--- src/rtl/pc_gen.sv ---
// Program counter generator: reset sequencing, sequential fetch advance,
// prioritised exception/jump/branch redirects and misaligned-target trapping.
module pc_gen #(
  parameter int unsigned     XLEN      = 32,
  parameter logic [XLEN-1:0] RESET_VEC = '0,
  parameter logic [XLEN-1:0] EXC_VEC   = XLEN'(32'h0000_0100),
  parameter int unsigned     INC       = 4
) (
  input  logic            clk,
  input  logic            rst,
  input  logic            stall,
  input  logic            if_ready,
  input  logic            br_taken,
  input  logic [XLEN-1:0] br_offset,
  input  logic            jmp_en,
  input  logic [XLEN-1:0] jmp_target,
  input  logic            exc_req,
  output logic [XLEN-1:0] pc,
  output logic            ce,
  output logic [XLEN-1:0] epc,
  output logic            misalign
);

  // INC is a power of two, so INC-1 masks exactly the granule offset bits;
  // with INC=1 the mask is zero and no target can be misaligned.
  localparam logic [XLEN-1:0] STEP       = XLEN'(INC);
  localparam logic [XLEN-1:0] ALIGN_MASK = XLEN'(INC - 1);

  logic [XLEN-1:0] pc_q, pc_d;
  logic [XLEN-1:0] epc_q, epc_d;
  logic            ce_q;
  logic            misalign_q, misalign_d;

  logic [XLEN-1:0] target;
  logic            redirect;
  logic            target_bad;
  logic            accept;

  assign redirect   = jmp_en | br_taken;
  assign target     = jmp_en ? jmp_target : pc_q + br_offset;
  assign target_bad = |(target & ALIGN_MASK);
  assign accept     = ce_q & if_ready & ~stall;

  // NOTE: every always_comb output gets a default first so no path leaves
  // a value unassigned, which would otherwise infer a latch.
  always_comb begin
    pc_d       = pc_q;
    epc_d      = epc_q;
    misalign_d = 1'b0;
    if (ce_q) begin
      if (exc_req) begin
        pc_d  = EXC_VEC;
        epc_d = pc_q;
      end else if (redirect) begin
        if (target_bad) begin
          pc_d       = EXC_VEC;
          epc_d      = target;
          misalign_d = 1'b1;
        end else begin
          pc_d = target;
        end
      end else if (accept) begin
        pc_d = pc_q + STEP;
      end
    end
  end

  // NOTE: state registers use non-blocking assignments so every flop samples
  // the pre-edge values regardless of statement order.
  always_ff @(posedge clk) begin
    if (rst) begin
      pc_q       <= RESET_VEC;
      ce_q       <= 1'b0;
      epc_q      <= '0;
      misalign_q <= 1'b0;
    end else begin
      pc_q       <= pc_d;
      ce_q       <= 1'b1;
      epc_q      <= epc_d;
      misalign_q <= misalign_d;
    end
  end

  assign pc       = pc_q;
  assign ce       = ce_q;
  assign epc      = epc_q;
  assign misalign = misalign_q;

endmodule

--- config.mk ---
export PLATFORM = sky130hd
export DESIGN_NAME = pc_gen
export DESIGN_NICKNAME = d
export VERILOG_FILES = /design/src/rtl/pc_gen.sv
export SDC_FILE = /design/constraint.sdc
export NUM_CORES = 1
export LEC_CHECK = 0
export BUFFER_PORTS_ARGS = -buffer_cell sky130_fd_sc_hd__buf_2
export CAP_MARGIN = 25
export CELL_PAD_IN_SITES_DETAIL_PLACEMENT = 1
export CELL_PAD_IN_SITES_GLOBAL_PLACEMENT = 2
export CORE_MARGIN = 2
export CORE_UTILIZATION = 30
export DETAILED_ROUTE_END_ITERATION = 8
export PLACE_DENSITY = 0.84
export SLEW_MARGIN = 25
export SYNTH_ARGS = -nofsm -noshare
export SYNTH_HDL_FRONTEND = slang
export SYNTH_SLANG_ARGS = --single-unit
--- constraint.sdc ---
create_clock -name clk -period 3.7 [get_ports clk]
set_input_delay 0 -clock clk [delete_from_list [all_inputs] [get_ports clk]]
set_output_delay 0 -clock clk [all_outputs]
set_load 0.01 [all_outputs]
# After elaboration in Yosys (flattened, before gate mapping)
# Cells that the tools add are included.
[op_classes]
addsub = 2
n_mux = 10
bitwise_logic = 6
n_reduce_logical = 7
[ops]
columns = ["cell", "count"]
rows = [
  ["$mux W32", 8],
  ["$add A32 B3 Y32 const B", 1],
  ["$add A32 B32 Y32", 1],
  ["$reduce_bool A2 Y1", 2],
  ["$reduce_or A4 Y1", 1],
  ["$not A1 Y1", 3],
  ["$reduce_and A3 Y1", 1],
  ["$reduce_bool A3 Y1", 1],
  ["$and A1 B1 Y1", 2],
  ["$mux W1", 2],
  ["$reduce_and A2 Y1", 1],
  ["$reduce_or A2 Y1", 1],
  ["$or A1 B1 Y1", 1],
]
[totals]
reg_bits = 66
in_bits = 71
out_inout_bits = 66
wordCells = 29

# Depth between registers and ports, before layout
# Gate-level depths: netlist of the first run.
[depth]
depth_word = 6
depth_mapped = 11

# Least setup slack after synthesis of the first run
# OpenSTA, ideal clock, no wires.
[synth_timing]
path_kind = "reg2reg"
from = "register pc_q[4] (netlist: pc[4])"
to = "register epc_q[31] (netlist: epc[31])"
setup_ns = 0.132
arrival_time_ns = 2.524
t_required_ns = 3.568
slack_ns = 1.043
path_stages_with_launch = 11
path_buffers = 0
period_less_slack_ns = 2.657
cell_sequence = "dfxtp_1 > ha_1 > a21o_1 > a31o_2 > o211ai_2 > a21oi_1 > o31a_1 > a31oi_1 > mux2_1 > a21oi_1 > a21oi_1"
[synth_via]
elab_chain_cells = 5
[synth_lines]
columns = ["item", "line", "source"]
rows = [
  ["start: declaration", "29", "logic [XLEN-1:0] pc_q, pc_d;"],
  ["start signal: assignment", "77", "pc_q <= pc_d;"],
  ["$add A32 B32 Y32", "40", "assign target = jmp_en ? jmp_target : pc_q + br_offset;"],
  ["$mux W32", "40", ""],
  ["$mux W32", "55", "if (target_bad) begin"],
  ["$mux W32", "54", "end else if (redirect) begin"],
  ["$mux W32", "51", "if (exc_req) begin"],
  ["end signal: assignment", "79", "epc_q <= epc_d;"],
  ["end: declaration", "30", "logic [XLEN-1:0] epc_q, epc_d;"],
]
# No other way between the ends. The select of a mux whose other input is x is not followed.
# A chain may end at the register's enable or synchronous reset.

# Worst setup path after layout of the first run
[layout_timing]
from = "register pc_q[4] (netlist: pc[4])"
to = "register pc_q[15] (netlist: pc[15])"
[layout_via]
elab_chain_cells = 5
word_cells_on_any_way = 7
cone_classes = "2 x add/sub; 5 x mux"
[layout_lines]
columns = ["item", "line"]
rows = [
  ["$add A32 B32 Y32", "40"],
  ["$mux W32", "40"],
  ["$mux W32", "55"],
  ["$mux W32 *", "54"],
  ["$mux W32 *", "51"],
]
# Every way passes the cells marked *; elsewhere a longest branch is shown, timed or not. The select of a mux whose other input is x is not followed.

==> results.toml, run 1 <==
[floorplanning]
die_area_um2 = 19100
coreArea_um2 = 17800
initial_core_util = 0.303
io_pins = 137
die-height_um = 138
chipWidth_um = 138
rows = 49

[worst_setup_path]
cp.required_ps = 3980
worstPathArrival_ps = 3630
cp_num_buf_inv = 1
worstSetupPathType = "reg -> reg"
crit_cells = 11
startpoint_type = "register"
crit_path_end_kind = "register"
critical_path_peak_fanout = 8
crit_chain = "ha_1 > a21o_1 > a31o_2 > o211ai_2 > nand2_1 > a21oi_2 > nor2_1 > o21ai_1 > or3b_1 > o21ai_0 > dlygate4sd3_1"
crit_family = "compound AO/OA/AOI/OAI gates"
worstRegToRegCells = 11
cp_slowest_cell = "dlygate4sd3_1"
slowest_delay_ps = 570

[cells_and_area]
design_area_um2 = 6720
n_antenna_cell = 0
nNetsFinal = 964
drive_gt1_frac = 0.225
final_util = 0.377
area_growth_pct = 24.3

[grt]
grt_usage = 0.226
antenna_found_initial = 0
grt_max_degree = 43
grt_pass1_wl_um = 34500
grt-ovfl-total = 0
grt_pass1_vias = 6032

[clock_network]
cts-htree-levels = 3
clkSinkCount = 66
ctsResizeCount = 0
root_buffer = "clkbuf_16"
insertion_delay_ps = 350
cts.clk_slew.worst_paths_ps = 60
cts_buffer_depth = 2
numCtsBuffers = 9
tritoncts = "yes"

[hold_path]
worstHoldPathCells = 3
hold_class = "in -> reg"

[detailed_routing]
avgViaCountPerCell = 5.59
via_count = 6120
drt_wl_total_um = 22200
antenna_left = 0
first_iter_violations = 370
wl_per_cell_um = 20.3
first_pass_iters = 5
route.detailed.drc = 0

[logic_synthesis]
netlist_area_um2 = 5400
yosysWarnings = 0
seq_area_frac_synth = 0.245
synth_seq_cells = 66
synth_edf_count = 0
syn_avg_cell_area_um2 = 7.41
synthArstFlopShare = 0
yosysUniqueCellTypes = 81
synth_cells = 729
synth_nets = 833
synth_flop_cell = "dfxtp_1"

[placement]
io_buffers = 136
place_area_um2 = 6350
post-dp-hpwl_um = 17200
place_congestion = 0.882

[timing]
hold_viol = 0
period_needed_ps = 3350
worstMarginPinSlew_ps = 762
maxSlewViolCount = 0
fmax_ghz = 0.298
setup_violations = 0
final.period_utilization = 0.906
rsz0062_at_grt = "false"
fin_tns_setup_ps = 0
slew_headroom = 0.492
finalClockSkew_ps = 8.06

[pwr]
p_leak_nw = 2.92
power.density_nw_per_um2 = 342
ir_worst_vdd_uv = 216

[job]
cap_violations = 0

[outcome]
status = "finished, final reports clean"
path summary, 6_finish.rpt:
| check | start | end | slack [ps] |
|---|---|---|---|
| worst min register to register | epc[11] | epc[11] | 450 |
| worst max-delay path | pc[4] | pc[15] | 350 |
| worst min-delay path | jmp_target[25] | pc[25] | 30 |
| worst max register to register | pc[4] | pc[15] | 350 |
logic make-up (layout without fill, tap and decap cells):
group           Yosys count  count (layout)  synth area share
compound gates          265             265             0.324
flops                    66              66             0.245
fa+ha+maj                33              33            0.0778
buf+inv                  53             189            0.0391
xor+xnor                 38              38            0.0616
simple gates            258             258             0.223
mux                      16              16            0.0299
tightest hold or removal path: stages:
cell     delay [ps]
buf_2            70
mux2i_1         110
o21ai_0         160
state kept, by name, indices dropped and copies added, names as in the netlist:
register	cells
epc	32
pc	32
ce	1
misalign	1
metal layers:
metal | track usage | up-vias | wire length, um
met2 | 0.339 | 169 | 9520
met3 | 0.0308 | 23 | 1020
met1 | 0.340 | 2967 | 11400
li1 | - | 2961 | -
met5 | 0 | - | 0
met4 | 0.0596 | 0 | 332
per-stage QoR:
step	setup WS [ps]	std cells	hold WS (ps)	total power, mW
3_5_place_dp	641	1073	274	1.36
4_1_cts	390	1094	12.9	2.30
6_report	349	1094	27.0	2.29
5_1_grt	165	1094	45.6	2.39
2_1_floorplan	1040	729	138	1.15
3_3_place_gp	630	1073	281	1.36
cell type report:
type,count,area (um2)
Clock inverter,7,93.8
Tap cell,229,287
Sequential cell,66,1320
Clock buffer,9,225
Inverter,15,56.3
Multi-Input combinational cell,610,3880
Timing Repair Buffer,158,858
Fill cell,2266,11100
where the power goes:
part           total [mW]  leakage (nW)  internal (mW)  switching, mW
Sequential          0.784         0.538          0.746         0.0385
Combinational       0.571          2.23          0.212          0.359
Clock               0.940         0.151          0.588          0.351
Total                2.29          2.92           1.55          0.749
layout by cell type, fill, tap and decap left out, types with 6 or more instances in the layout:
master / instances
dfxtp_1: 66
o211ai_1: 6
buf_4: 17
a31oi_1: 9
xor2_1: 13
buf_2: 136
xnor2_1: 25
o221ai_1: 7
o21ai_0: 61
nor2_1: 64
nand3_1: 29
nand4_1: 15
a22oi_1: 10
o21a_1: 7
o21ai_1: 7
a21o_1: 14
a211oi_1: 6
clkbuf_16: 9
inv_1: 14
mux2i_1: 15
nor3_1: 10
ha_1: 32
and2_1: 8
o22ai_1: 7
nand2_1: 91
and3_1: 7
a21oi_1: 81
nor2b_1: 6
timing repair:
action | in CTS | in global routing
setup buffers | 0 | 0
hold buffers | 5 | 0
endpoints found under the hold margin | 5 | 0
cell usage after synthesis (8+ instances only):
library cell	count	area, um2
nor3_1	10	50.1
o21ai_1	8	40.0
nand3_1	29	145
and2_1	8	50.1
ha_1	32	400
clkbuf_1	30	113
a21o_1	14	105
a31oi_1	9	56.3
dfxtp_1	66	1320
nand2_1	91	342
a21oi_1	81	405
nor2_1	65	244
mux2i_1	15	150
inv_1	14	52.6
xor2_1	13	114
a22oi_1	10	75.1
o21ai_0	61	305
nand4_1	15	93.8
xnor2_1	25	219
Note: power is estimated with default switching activity, not from simulation.
==> run 2, diff against run 1 <==
Settings changed: CORE_UTILIZATION 30 to 32, PLACE_DENSITY 0.84 to 0.89.
Clock period 3.7 ns to 4.3 ns, I/O delays scaled along.
==> results.toml, run 2 (synthesis gave the netlist of run 1 again) <==
[cells_and_area]
final_util = 0.398
area_growth_pct = 21.8
drive_gt1_frac = 0.215
final_cell_count_no_fill = 1076
mostFrequentLayoutCells = "136 x buf_2, 91 x nand2_1, 81 x a21oi_1"
n_antenna_cell = 0
final_common_cell = "buf_2"
nNetsFinal = 956

[pwr]
p_leak_nw = 2.86
power.density_nw_per_um2 = 275
ir_worst_vdd_uv = 177

[clock_network]
tritoncts = "yes"
insertion_delay_ps = 340
numCtsBuffers = 9
cts.clk_slew.worst_paths_ps = 60
root_buffer = "clkbuf_16"
post_cts_buffers = 0
cts_buffer_depth = 2
cts-htree-levels = 3
clkSinkCount = 66

[floorplanning]
rows = 47
die-height_um = 134
io_pins = 137
die_area_um2 = 17900
coreArea_um2 = 16500
chipWidth_um = 134
initial_core_util = 0.327

[placement]
place_congestion = 0.933
io_buffers = 136
dp_cells = 1056
post-dp-hpwl_um = 16400

[hold_path]
hold_class = "in -> reg"
hold_start = "jmp_target[10]"

[grt]
grt_usage = 0.236
grt_pass1_wl_um = 33200
grt_max_degree = 44
grt_pass1_vias = 5850
antenna_found_initial = 0
grt-ovfl-total = 0

[timing]
setup_violations = 0
slew_headroom = 0.345
finalClockSkew_ps = 7.50
hold_viol = 0
maxSlewViolCount = 0
fin_tns_setup_ps = 0
fmax_ghz = 0.290
rsz0062_at_grt = "false"
worstMarginPinSlew_ps = 979
final.period_utilization = 0.802
period_needed_ps = 3450

[worst_setup_path]
crit_chain = "o41ai_2 > buf_4 > nor2_1 > nand2_1 > nor2_1 > buf_4 > nand3_1 > o21ai_0 > a31oi_1 > o21ai_0 > dlygate4sd3_1"
crit_path_end_kind = "register"
crit_family = "buffers and inverters"
worstPathArrival_ps = 3730
cp_num_buf_inv = 3
worstSetupPathType = "reg -> reg"
slowest_delay_ps = 740
worstSetupStartpoint = "ce"
r2r-start = "ce"
cp_slowest_cell = "dfxtp_1"
cp.required_ps = 4580
startpoint_type = "register"
rrSetupSlack_ps = 850
critical_path_peak_fanout = 19

[detailed_routing]
first_pass_iters = 5
antenna_left = 0
drt_wl_total_um = 21200
route.detailed.drc = 0
first_iter_violations = 407
avgViaCountPerCell = 5.58
wl_per_cell_um = 19.7
via_count = 6000

[job]
cap_violations = 0

[outcome]
status = "finished, final reports clean"
## run 2: cell count changes in the layout (fill, tap and decap cells not counted), moves of 2 or more
cell        change
clkbuf_1        +2
clkinvlp_4      -2
clkinv_2        +2
bufinv_16       -2
buf_4           -8
## run 2: worst register-to-register path: cells and delay by family, from the launching register on
family / cells / cell delay [ps]
buffers and inverters: 3 / 1000
and+or+nand+nor: 4 / 910
DFF: 1 / 740
AOI/OAI and AO/OA: 4 / 740
## run 2: worst paths after layout
kind	cells after the start	endpoint
hold / removal	3	pc[10]
setup / recovery	11	pc[15]
hold reg to reg	2	epc[12]
setup reg to reg	11	pc[15]
## run 2: through the flow
stage | area (um2) | setup slack [ps] | total power, mW | hold slack [ps]
2_1_floorplan | 5400 | 1640 | 0.992 | 138
3_5_place_dp | 6280 | 1160 | 1.16 | 275
5_1_grt | 6580 | 754 | 1.90 | 51.5
3_3_place_gp | 6280 | 1180 | 1.16 | 270
4_1_cts | 6580 | 959 | 1.81 | 5.81
6_report | 6580 | 852 | 1.81 | 14.3
## run 2: timing repair
item | CTS | global route
hold endpoints to repair | 5 | 0
hold buffers | 5 | 0
resized for setup | 0 | 0
## run 2: where the power goes
group / total (mW) / switching [mW] / internal (mW)
Combinational: 0.477 / 0.299 / 0.178
Sequential: 0.679 / 0.0371 / 0.642
Clock: 0.655 / 0.273 / 0.383
Total: 1.81 / 0.609 / 1.20
## run 2: routing by layer
metal / vias up / wire, um / track usage
met2: 146 / 9310 / 0.361
li1: 2941 / - / -
met3: 17 / 968 / 0.0268
met1: 2896 / 10700 / 0.354
met5: - / 0 / 0
met4: 0 / 234 / 0.0491
## run 2: final cells by class
type                       instances  area, um2
clock buffer                      11        233
multi-input combinational        610       3880
clock inverter                     4       20.0
inverter                          15       56.3
tap                              220        275
timing repair buffer             150        798
fill                            2107       9940
sequential                        66       1320
==> run 3, diff against run 2 <==
Settings changed: CORE_UTILIZATION 32 to 27, PLACE_DENSITY 0.89 to 0.8.
Clock period 4.3 ns to 2.95 ns, I/O delays scaled along.
==> results.toml, run 3 (synthesis gave the netlist of run 1 again) <==
[grt]
grt_pass1_vias = 6249
grt-ovfl-total = 0
grt_pass1_wl_um = 36400
grt_usage = 0.218
antenna_found_initial = 0
grt_max_degree = 45

[timing]
fmax_ghz = 0.357
maxSlewViolCount = 0
slew_headroom = 0.594
setup_violations = 0
worstMarginPinSlew_ps = 607
fin_ws_ps = 149
period_needed_ps = 2800
final.period_utilization = 0.950
finalClockSkew_ps = 5.50
hold_viol = 0

[floorplanning]
coreArea_um2 = 19500
initial_core_util = 0.277
die-height_um = 145
die_area_um2 = 21200
chipWidth_um = 145
rows = 51
io_pins = 137

[worst_setup_path]
cp.required_ps = 3180
crit_path_end_kind = "register"
startpoint_type = "register"
worstSetupPathType = "reg -> reg"
critical_path_peak_fanout = 3
worstPathArrival_ps = 3030

[detailed_routing]
antenna_left = 0
first_pass_iters = 7
route.detailed.drc = 0
drt_wl_total_um = 23600
avgViaCountPerCell = 5.29
first_iter_violations = 409
via_count = 6218
wl_per_cell_um = 20.0

[clock_network]
clkSinkCount = 66
root_buffer = "clkbuf_16"
cts.clk_slew.worst_paths_ps = 60
insertion_delay_ps = 350
numCtsBuffers = 9
cts-htree-levels = 3
cts_buffer_depth = 2
tritoncts = "yes"

[job]
cap_violations = 0

[cells_and_area]
drive_gt1_frac = 0.270
final-seq-area_um2 = 1320
n_antenna_cell = 0
mostFrequentLayoutCells = "136 x buf_2, 91 x nand2_1, 80 x a21oi_1"
final_common_cell = "buf_2"
nNetsFinal = 1010
final_cell_count_no_fill = 1176
multi_input_area_um2 = 3910
area_growth_pct = 33.5
nFillCells = 2488

[placement]
post-place-ws_ps = 67.6
post-dp-hpwl_um = 18700
dp_cells = 1155
io_buffers = 136
place_congestion = 0.894

[pwr]
ir_worst_vdd_uv = 243
power.density_nw_per_um2 = 442
p_leak_nw = 3.20

[hold_path]
hold_class = "in -> reg"

[outcome]
status = "finished, final reports clean"
## run 3: changes by cell type in the layout (fill, tap and decap cells not counted), moves of 2 or more
cell and change:
clkbuf_1 -2, bufinv_16 +4, clkbuf_8 +3, buf_4 +54, clkinv_2 -4
## run 3: final timing paths
| kind | end | from | depth (start not counted) | slack [ps] |
|---|---|---|---|---|
| min | pc[28] | jmp_target[28] | 3 | 10 |
| min reg2reg | epc[6] | epc[6] | 2 | 440 |
| max | epc[31] | pc[4] | 10 | 150 |
| max reg2reg | epc[31] | pc[4] | 10 | 150 |
## run 3: repair_timing
| action | 4_1_cts | 5_1_grt |
|---|---|---|
| endpoints found under the setup margin | 0 | 17 |
| endpoints found under the hold margin | 3 | 0 |
| gates resized for setup | 0 | 8 |
| hold buffers | 4 | 0 |
| setup buffers | 0 | 1 |
## run 3: final cells by class
cell class              count  share of cell area
clock buffers              12              0.0369
clock inverters             4              0.0166
inverters                  15             0.00780
multi-input cells         610               0.541
flip-flops and latches     66               0.183
well taps                 265              0.0459
repair buffers            204               0.168
## run 3: where the power goes
| group | internal, mW | leakage [nW] | switching, mW | total (mW) |
|---|---|---|---|---|
| logic | 0.314 | 2.47 | 0.490 | 0.804 |
| clock network | 0.981 | 0.189 | 0.438 | 1.42 |
| registers | 0.935 | 0.538 | 0.0308 | 0.966 |
| total | 2.23 | 3.20 | 0.958 | 3.19 |
## run 3: metal layers
layer  part of all wire  global-route usage
met5                  0                   0
met4             0.0097              0.0471
met3              0.052              0.0364
met2               0.43               0.329
met1               0.51               0.324
## run 3: stage by stage
step           TNS (ps)  power [mW]  hold WS (ps)   util  instance area (um2)
4_1_cts               0        3.20          3.91  0.368                 7180
6_report              0        3.19          10.0  0.370                 7220
5_1_grt           -5.86        3.33          16.2  0.370                 7220
2_1_floorplan         0        1.45           138      -                 5400
3_5_place_dp          0        1.77           275  0.346                 6750
3_3_place_gp          0        1.76           268  0.346                 6750
## run 3: worst max-delay path: stages (launching register included)
cell and delay (ps):
dfxtp_1 320, ha_1 300, a21o_1 230, a31o_2 250
o211ai_2 220, a21oi_1 140, o31a_1 350, a31oi_2 290
mux2_1 350, a21oi_1 150, a21oi_1 80
